## config.mk

```make
export PLATFORM = sky130hd
export DESIGN_NAME = pulse_stretcher
export DESIGN_NICKNAME = d
export VERILOG_FILES = /design/src/rtl/pulse_stretcher_pkg.sv /design/src/rtl/pulse_stretcher_tick_timer.sv /design/src/rtl/pulse_stretcher.sv
export SDC_FILE = /design/constraint.sdc
export NUM_CORES = 1
export LEC_CHECK = 0
export BUFFER_PORTS_ARGS = -buffer_cell sky130_fd_sc_hd__buf_2
export CAP_MARGIN = 40
export CELL_PAD_IN_SITES_DETAIL_PLACEMENT = 2
export CELL_PAD_IN_SITES_GLOBAL_PLACEMENT = 2
export CORE_ASPECT_RATIO = 1.1
export CORE_MARGIN = 2
export CORE_UTILIZATION = 40
export DETAILED_ROUTE_END_ITERATION = 6
export PLACE_DENSITY_LB_ADDON = 0.1
export SETUP_SLACK_MARGIN = 0.4
export SYNTH_ARGS = -nofsm -noshare
export SYNTH_HDL_FRONTEND = slang
export SYNTH_HIERARCHICAL = 1
export SYNTH_SLANG_ARGS = --single-unit
```

## constraint.sdc

```tcl
create_clock -name clock -period 8.65 [get_ports clock]
set_input_delay 0.865 -clock clock [delete_from_list [all_inputs] [get_ports clock]]
set_output_delay 0.865 -clock clock [all_outputs]
set_load 0.01 [all_outputs]
```

## src/rtl/pulse_stretcher_pkg.sv

```systemverilog
// Shared definitions for timed output blocks: state encoding and tick constants at 100 MHz.
// Latency: n/a (types and constants only).
// Backpressure: n/a.
package pulse_stretcher_pkg;

  typedef enum logic [1:0] {
    ST_IDLE = 2'd0,
    ST_ON   = 2'd1,
    ST_OFF  = 2'd2
  } state_t;

  localparam int unsigned TICKS_1MS   = 100_000;
  localparam int unsigned TICKS_125MS = 12_500_000;
  localparam int unsigned TICKS_250MS = 25_000_000;

endpackage

```

## src/rtl/pulse_stretcher_tick_timer.sv

```systemverilog
// Loadable down-counter that stops at zero; zero flags expiry.
// Latency: load takes effect at the next edge; zero is combinational from count.
// Backpressure: none; en freezes the count.
module tick_timer #(
  parameter int W = 27
) (
  input  logic         clock,
  input  logic         reset,
  input  logic         load,
  input  logic [W-1:0] load_val,
  input  logic         en,
  output logic [W-1:0] count,
  output logic         zero
);

  // Load wins over counting; the count never wraps below zero.
  always_ff @(posedge clock) begin
    if (reset) begin
      count <= '0;
    end else if (load) begin
      count <= load_val;
    end else if (en && (count != '0)) begin
      count <= count - 1'b1;
    end
  end

  assign zero = (count == '0);

endmodule

```

## src/rtl/pulse_stretcher.sv

```systemverilog
// Turns single-cycle trigger pulses into timed high levels with a minimum low holdoff, queueing extras.
// Latency: level_out rises one cycle after an accepted trigger; all outputs registered.
// Backpressure: none; requests beyond the queue depth are discarded and flagged on dropped.
module pulse_stretcher
  import pulse_stretcher_pkg::*;
#(
  parameter int ON_TICKS  = 25_000_000,
  parameter int OFF_TICKS = 12_500_000,
  parameter int CNT_W     = 27,
  parameter int PEND_W    = 3,
  parameter bit RETRIGGER = 1'b0
) (
  input  logic              clock,
  input  logic              reset,
  input  logic              trigger_in,
  input  logic              abort,
  output logic              level_out,
  output logic              busy,
  output logic [PEND_W-1:0] pending,
  output logic              dropped
);

  localparam logic [CNT_W-1:0]  ON_LOAD  = CNT_W'(ON_TICKS - 1);
  localparam logic [CNT_W-1:0]  OFF_LOAD = CNT_W'(OFF_TICKS - 1);
  localparam logic [PEND_W-1:0] PEND_MAX = '1;

  state_t             state, state_nx;
  logic               trig;
  logic               q_req;
  logic               tmr_load, tmr_en, tmr_zero;
  logic [CNT_W-1:0]   tmr_val, tmr_count;
  logic [PEND_W-1:0]  pend_nx;
  logic               drop_nx;

  // abort masks any trigger in the same cycle
  assign trig = trigger_in & ~abort;

  tick_timer #(.W(CNT_W)) u_timer (
    .clock    (clock),
    .reset    (reset),
    .load     (tmr_load),
    .load_val (tmr_val),
    .en       (tmr_en),
    .count    (tmr_count),
    .zero     (tmr_zero)
  );

  // Next state, timer control and queue bookkeeping.
  always_comb begin
    state_nx = state;
    tmr_load = 1'b0;
    tmr_val  = ON_LOAD;
    tmr_en   = (state != ST_IDLE) && (tmr_count != '0);
    q_req    = 1'b0;
    pend_nx  = pending;
    drop_nx  = 1'b0;

    case (state)
      ST_IDLE: begin
        if (trig) begin
          state_nx = ST_ON;
          tmr_load = 1'b1;
          tmr_val  = ON_LOAD;
        end
      end
      ST_ON: begin
        if (abort) begin
          state_nx = ST_OFF;
          tmr_load = 1'b1;
          tmr_val  = OFF_LOAD;
          pend_nx  = '0;
        end else if (trig && RETRIGGER) begin
          // extend the pulse; also covers the terminal cycle, so we stay in ON
          tmr_load = 1'b1;
          tmr_val  = ON_LOAD;
        end else begin
          q_req = trig;
          if (tmr_zero) begin
            state_nx = ST_OFF;
            tmr_load = 1'b1;
            tmr_val  = OFF_LOAD;
          end
        end
      end
      ST_OFF: begin
        if (abort) begin
          pend_nx = '0;
          if (tmr_zero) state_nx = ST_IDLE;
        end else if (tmr_zero) begin
          if ((pending != '0) || trig) begin
            state_nx = ST_ON;
            tmr_load = 1'b1;
            tmr_val  = ON_LOAD;
            // a coincident trigger replaces the request being served
            if (!trig) pend_nx = pending - 1'b1;
          end else begin
            state_nx = ST_IDLE;
          end
        end else begin
          q_req = trig;
        end
      end
      default: state_nx = ST_IDLE;
    endcase

    if (q_req) begin
      if (pending == PEND_MAX) drop_nx = 1'b1;
      else                     pend_nx = pending + 1'b1;
    end
  end

  // State and registered outputs, derived from the next state.
  always_ff @(posedge clock) begin
    if (reset) begin
      state     <= ST_IDLE;
      level_out <= 1'b0;
      busy      <= 1'b0;
      pending   <= '0;
      dropped   <= 1'b0;
    end else begin
      state     <= state_nx;
      level_out <= (state_nx == ST_ON);
      busy      <= (state_nx != ST_IDLE);
      pending   <= pend_nx;
      dropped   <= drop_nx;
    end
  end

endmodule

```

==> metrics.md <==
| Metric | Value |
|---|---|
| Slew headroom | `40.6%` |
| Fill count | `682` |
| Row cnt | `28` |
| Bufs on Longest Clock Path | `2` |
| Avg Inst Size Synth | `8.13 um2` |
| RR Startpoint | `u_timer/count[0]$_SDFFE_PP0P_` |
| Crit-path cells | `inv_1 > ha_1 > nor4b_1 > nand2_1 > nor3_1 > o21ai_0 > a21oi_2 > buf_4 > inv_1 > buf_4 > and4_1 > a2111oi_0` |
| Top-count cell post-synth | `dfxtp_1` |
| Total gr overflow | `0` |
| Seq cells post-synth | `35` |
| Leakage power total | `0.958 nW` |
| CP bufs+invs | `4` |
| Hold buffer count at cts | `0` |
| Vias/cell | `6.21` |
| Fmax | `226 MHz` |
| Total Nets Final | `314` |
| Placed cell area | `0.00245 mm2` |
| Setup Skew | `0.00525 ns` |
| Crit end category | `register` |
| Top cell type by total area after synthesis | `dfxtp_1` |
| GRT Util Overall | `24.9%` |
| DRT Pass-1 Iters | `4` |
| Reg2reg path depth | `12` |
| Via count | `2,340` |
| Core area | `0.00547 mm2` |
| Post-synth cell types | `48` |
| Starting Density | `41.8%` |
| Max Cap Viol | `0` |
| Hold Path Origin | `pending[0]$_SDFF_PP0_` |
| Post-Route WL | `7.46 mm` |
| Share of layout cells above drive strength 1 | `10.3%` |
| TritonCTS Sinks | `35` |
| Gpl congestion | `0.805` |
| Die area | `0.00633 mm2` |
| Die Ht | `83.3 um` |
| Peak supply drop | `0.0926 mV` |
| Hold path depth | `1` |
| First-pass GRT wire length | `12.9 mm` |
| Tmin final | `4.42 ns` |
| Synth area leaders | `dfxtp_1 (31%), a311oi_1 (6.5%), ha_1 (4.9%)` |
| Post CTS Setup Buffer Count | `0` |
| P&R area growth vs syn | `11.8%` |
| Top fanout value on the critical path | `34` |
| Ys Warns | `6` |
| Final hold vios | `0` |
| I/O Buffers | `9` |
| Area occupied by registers | `701 um2` |
| Vias in the first global route | `2,480` |
| Crit path required time | `8.82 ns` |
| Critical Path Source Type | `register` |
| Setup tns final | `0 ns` |
| Routed len/inst | `19.8 um` |
| Largest net degree at the start of global routing | `37` |
| Remaining antenna violation count | `0` |
| Finished Layout Cells | `377` |
| Ports | `10` |
| Final Cell Area | `0.00255 mm2` |
| Resized Gates After CTS | `0` |
| Detailed Place HPWL | `5.25 mm` |
| Die Wd | `76.1 um` |
| Critical Path Start | `u_timer/count[0]$_SDFFE_PP0P_` |
| Clock root buffer | `clkbuf_8` |
| Initial antenna violation count | `0` |
| Worst slew pin tran | `0.883 ns` |
| Commonest cells post-synth | `dfxtp_1 (35), nor2_1 (24), inv_1 (20)` |
| Worst setup margin | `4.23 ns` |
| Register area share after synthesis | `30.7%` |
| Overall power | `0.000419 W` |
| Hold EP | `pending[0]$_SDFF_PP0_` |
| Multi-input logic area | `0.00151 mm2` |
| Post-Synthesis Cell Area | `0.00228 mm2` |
| Yosys top cell area share | `30.7%` |
| Power per cell area | `164 mW/mm2` |
| Clk slew on worst S/H paths | `0.07 ns` |
| Max incr delay on CP | `0.69 ns` |
| CTS tree | `built` |
| Slowest cell on the critical path | `nor3_1` |
| Synth async-reset ratio | `0%` |
| Dpl ws | `4.37 ns` |
| Slew Limit Fails | `0` |
| Kind of critical path | `register to register` |
| Cells after Synth | `281` |
| Crit path arrival time | `4.59 ns` |
| Later-pin clock latency in the skew report | `0.29 ns` |
| Status | `completed` |
| Worst path top cell family by delay | `simple AND/OR/NAND/NOR gates` |
| Top FF cell, synth | `dfxtp_1` |
| Post-synth EDFFs | `0` |
| DRC | `0` |
| Placed Cells incl. Taps | `369` |
| # diodes | `0` |
| R2R setup slack | `4.23 ns` |
| HP Class | `register to register` |
| DRT iter0 DRCs | `109` |
| Final worst-path cycle share | `51.1%` |
| RSZ-0062 raised after global routing | `false` |
| H-tree levels | `2` |
| R2R Path End | `u_timer/count[14]$_SDFFE_PP0P_` |
| # setup viols final | `0` |
| CTS buffer count | `5` |
## cell type report
cell class              count  share of cell area, %
inverters                  20                   2.94
repair buffers             13                   2.94
multi-input cells         226                   59.1
clock buffers               8                   3.92
flip-flops and latches     35                   27.4
well taps                  75                   3.67
## state kept, by name (all words and copies together) (netlist names)
name,cells
level_out,1
u_timer/count,27
state,2
busy,1
dropped,1
pending,3
## layout by cell type (no fill, tap or decap), types with 5 or more instances in the layout
cell | Yosys | routed
ha_1 | 9 | 9
a211oi_1 | 7 | 7
a311oi_1 | 17 | 17
clkbuf_8 | 0 | 7
o21ai_0 | 13 | 13
a21oi_1 | 6 | 5
or3_1 | 5 | 5
inv_1 | 20 | 20
nand2_1 | 9 | 9
and4_1 | 7 | 7
dfxtp_1 | 35 | 35
a2111oi_0 | 7 | 7
conb_1 | 2 | 18
nor2_1 | 24 | 24
or4_1 | 10 | 10
o31ai_1 | 9 | 9
nor4_1 | 15 | 15
nand4_1 | 5 | 5
nand2b_1 | 5 | 5
buf_2 | 2 | 9
nor3_1 | 12 | 12
## cell families after synthesis
logic type | count (synthesis) | share of synthesized area [%]
compound gates | 78 | 26.3
xor+xnor | 3 | 1.15
fa+ha+maj | 9 | 4.93
buf+inv | 36 | 6.02
flops | 35 | 30.7
other cells | 2 | 0.329
simple gates | 118 | 30.6
## per-stage QoR
| stage | hold WS (ns) | util, % |
|---|---|---|
| 5_1_grt | 0.562 | 46.7 |
| 6_report | 0.530 | 46.7 |
| 3_5_place_dp | 0.504 | 44.9 |
| 2_1_floorplan | 0.469 | - |
| 3_3_place_gp | 0.510 | 44.8 |
| 4_1_cts | 0.539 | 46.7 |
## power by group
| group | internal [W] | switching [W] | total [W] |
|---|---|---|---|
| logic | 0.0000333 | 0.0000575 | 0.0000907 |
| registers | 0.000173 | 0.0000199 | 0.000193 |
| clock network | 0.0000728 | 0.0000630 | 0.000136 |
## per-layer routing
layer | wire [um] | share of wire [%] | global-route usage [%] | vias up
met5 | 0 | 0 | 0 | -
met4 | 173 | 2.3 | 8.60 | 0
met3 | 192 | 2.6 | 3.70 | 16
met2 | 3730 | 50 | 43.3 | 39
met1 | 3370 | 45 | 31.3 | 1163
li1 | - | - | - | 1122
## worst max path at each step
stage | slack (ns) | endpoint | cells past startpoint
after floorplan | 5.35 | u_timer/count[18]$_SDFFE_PP0P_ | 12
after global placement | 4.68 | u_timer/count[14]$_SDFFE_PP0P_ | 12
after detailed placement | 4.37 | u_timer/count[14]$_SDFFE_PP0P_ | 12
after CTS | 4.22 | u_timer/count[14]$_SDFFE_PP0P_ | 12
after global routing | 3.58 | u_timer/count[14]$_SDFFE_PP0P_ | 12
final | 4.23 | u_timer/count[14]$_SDFFE_PP0P_ | 12
No activity file was read; power rests on OpenSTA's default activity.
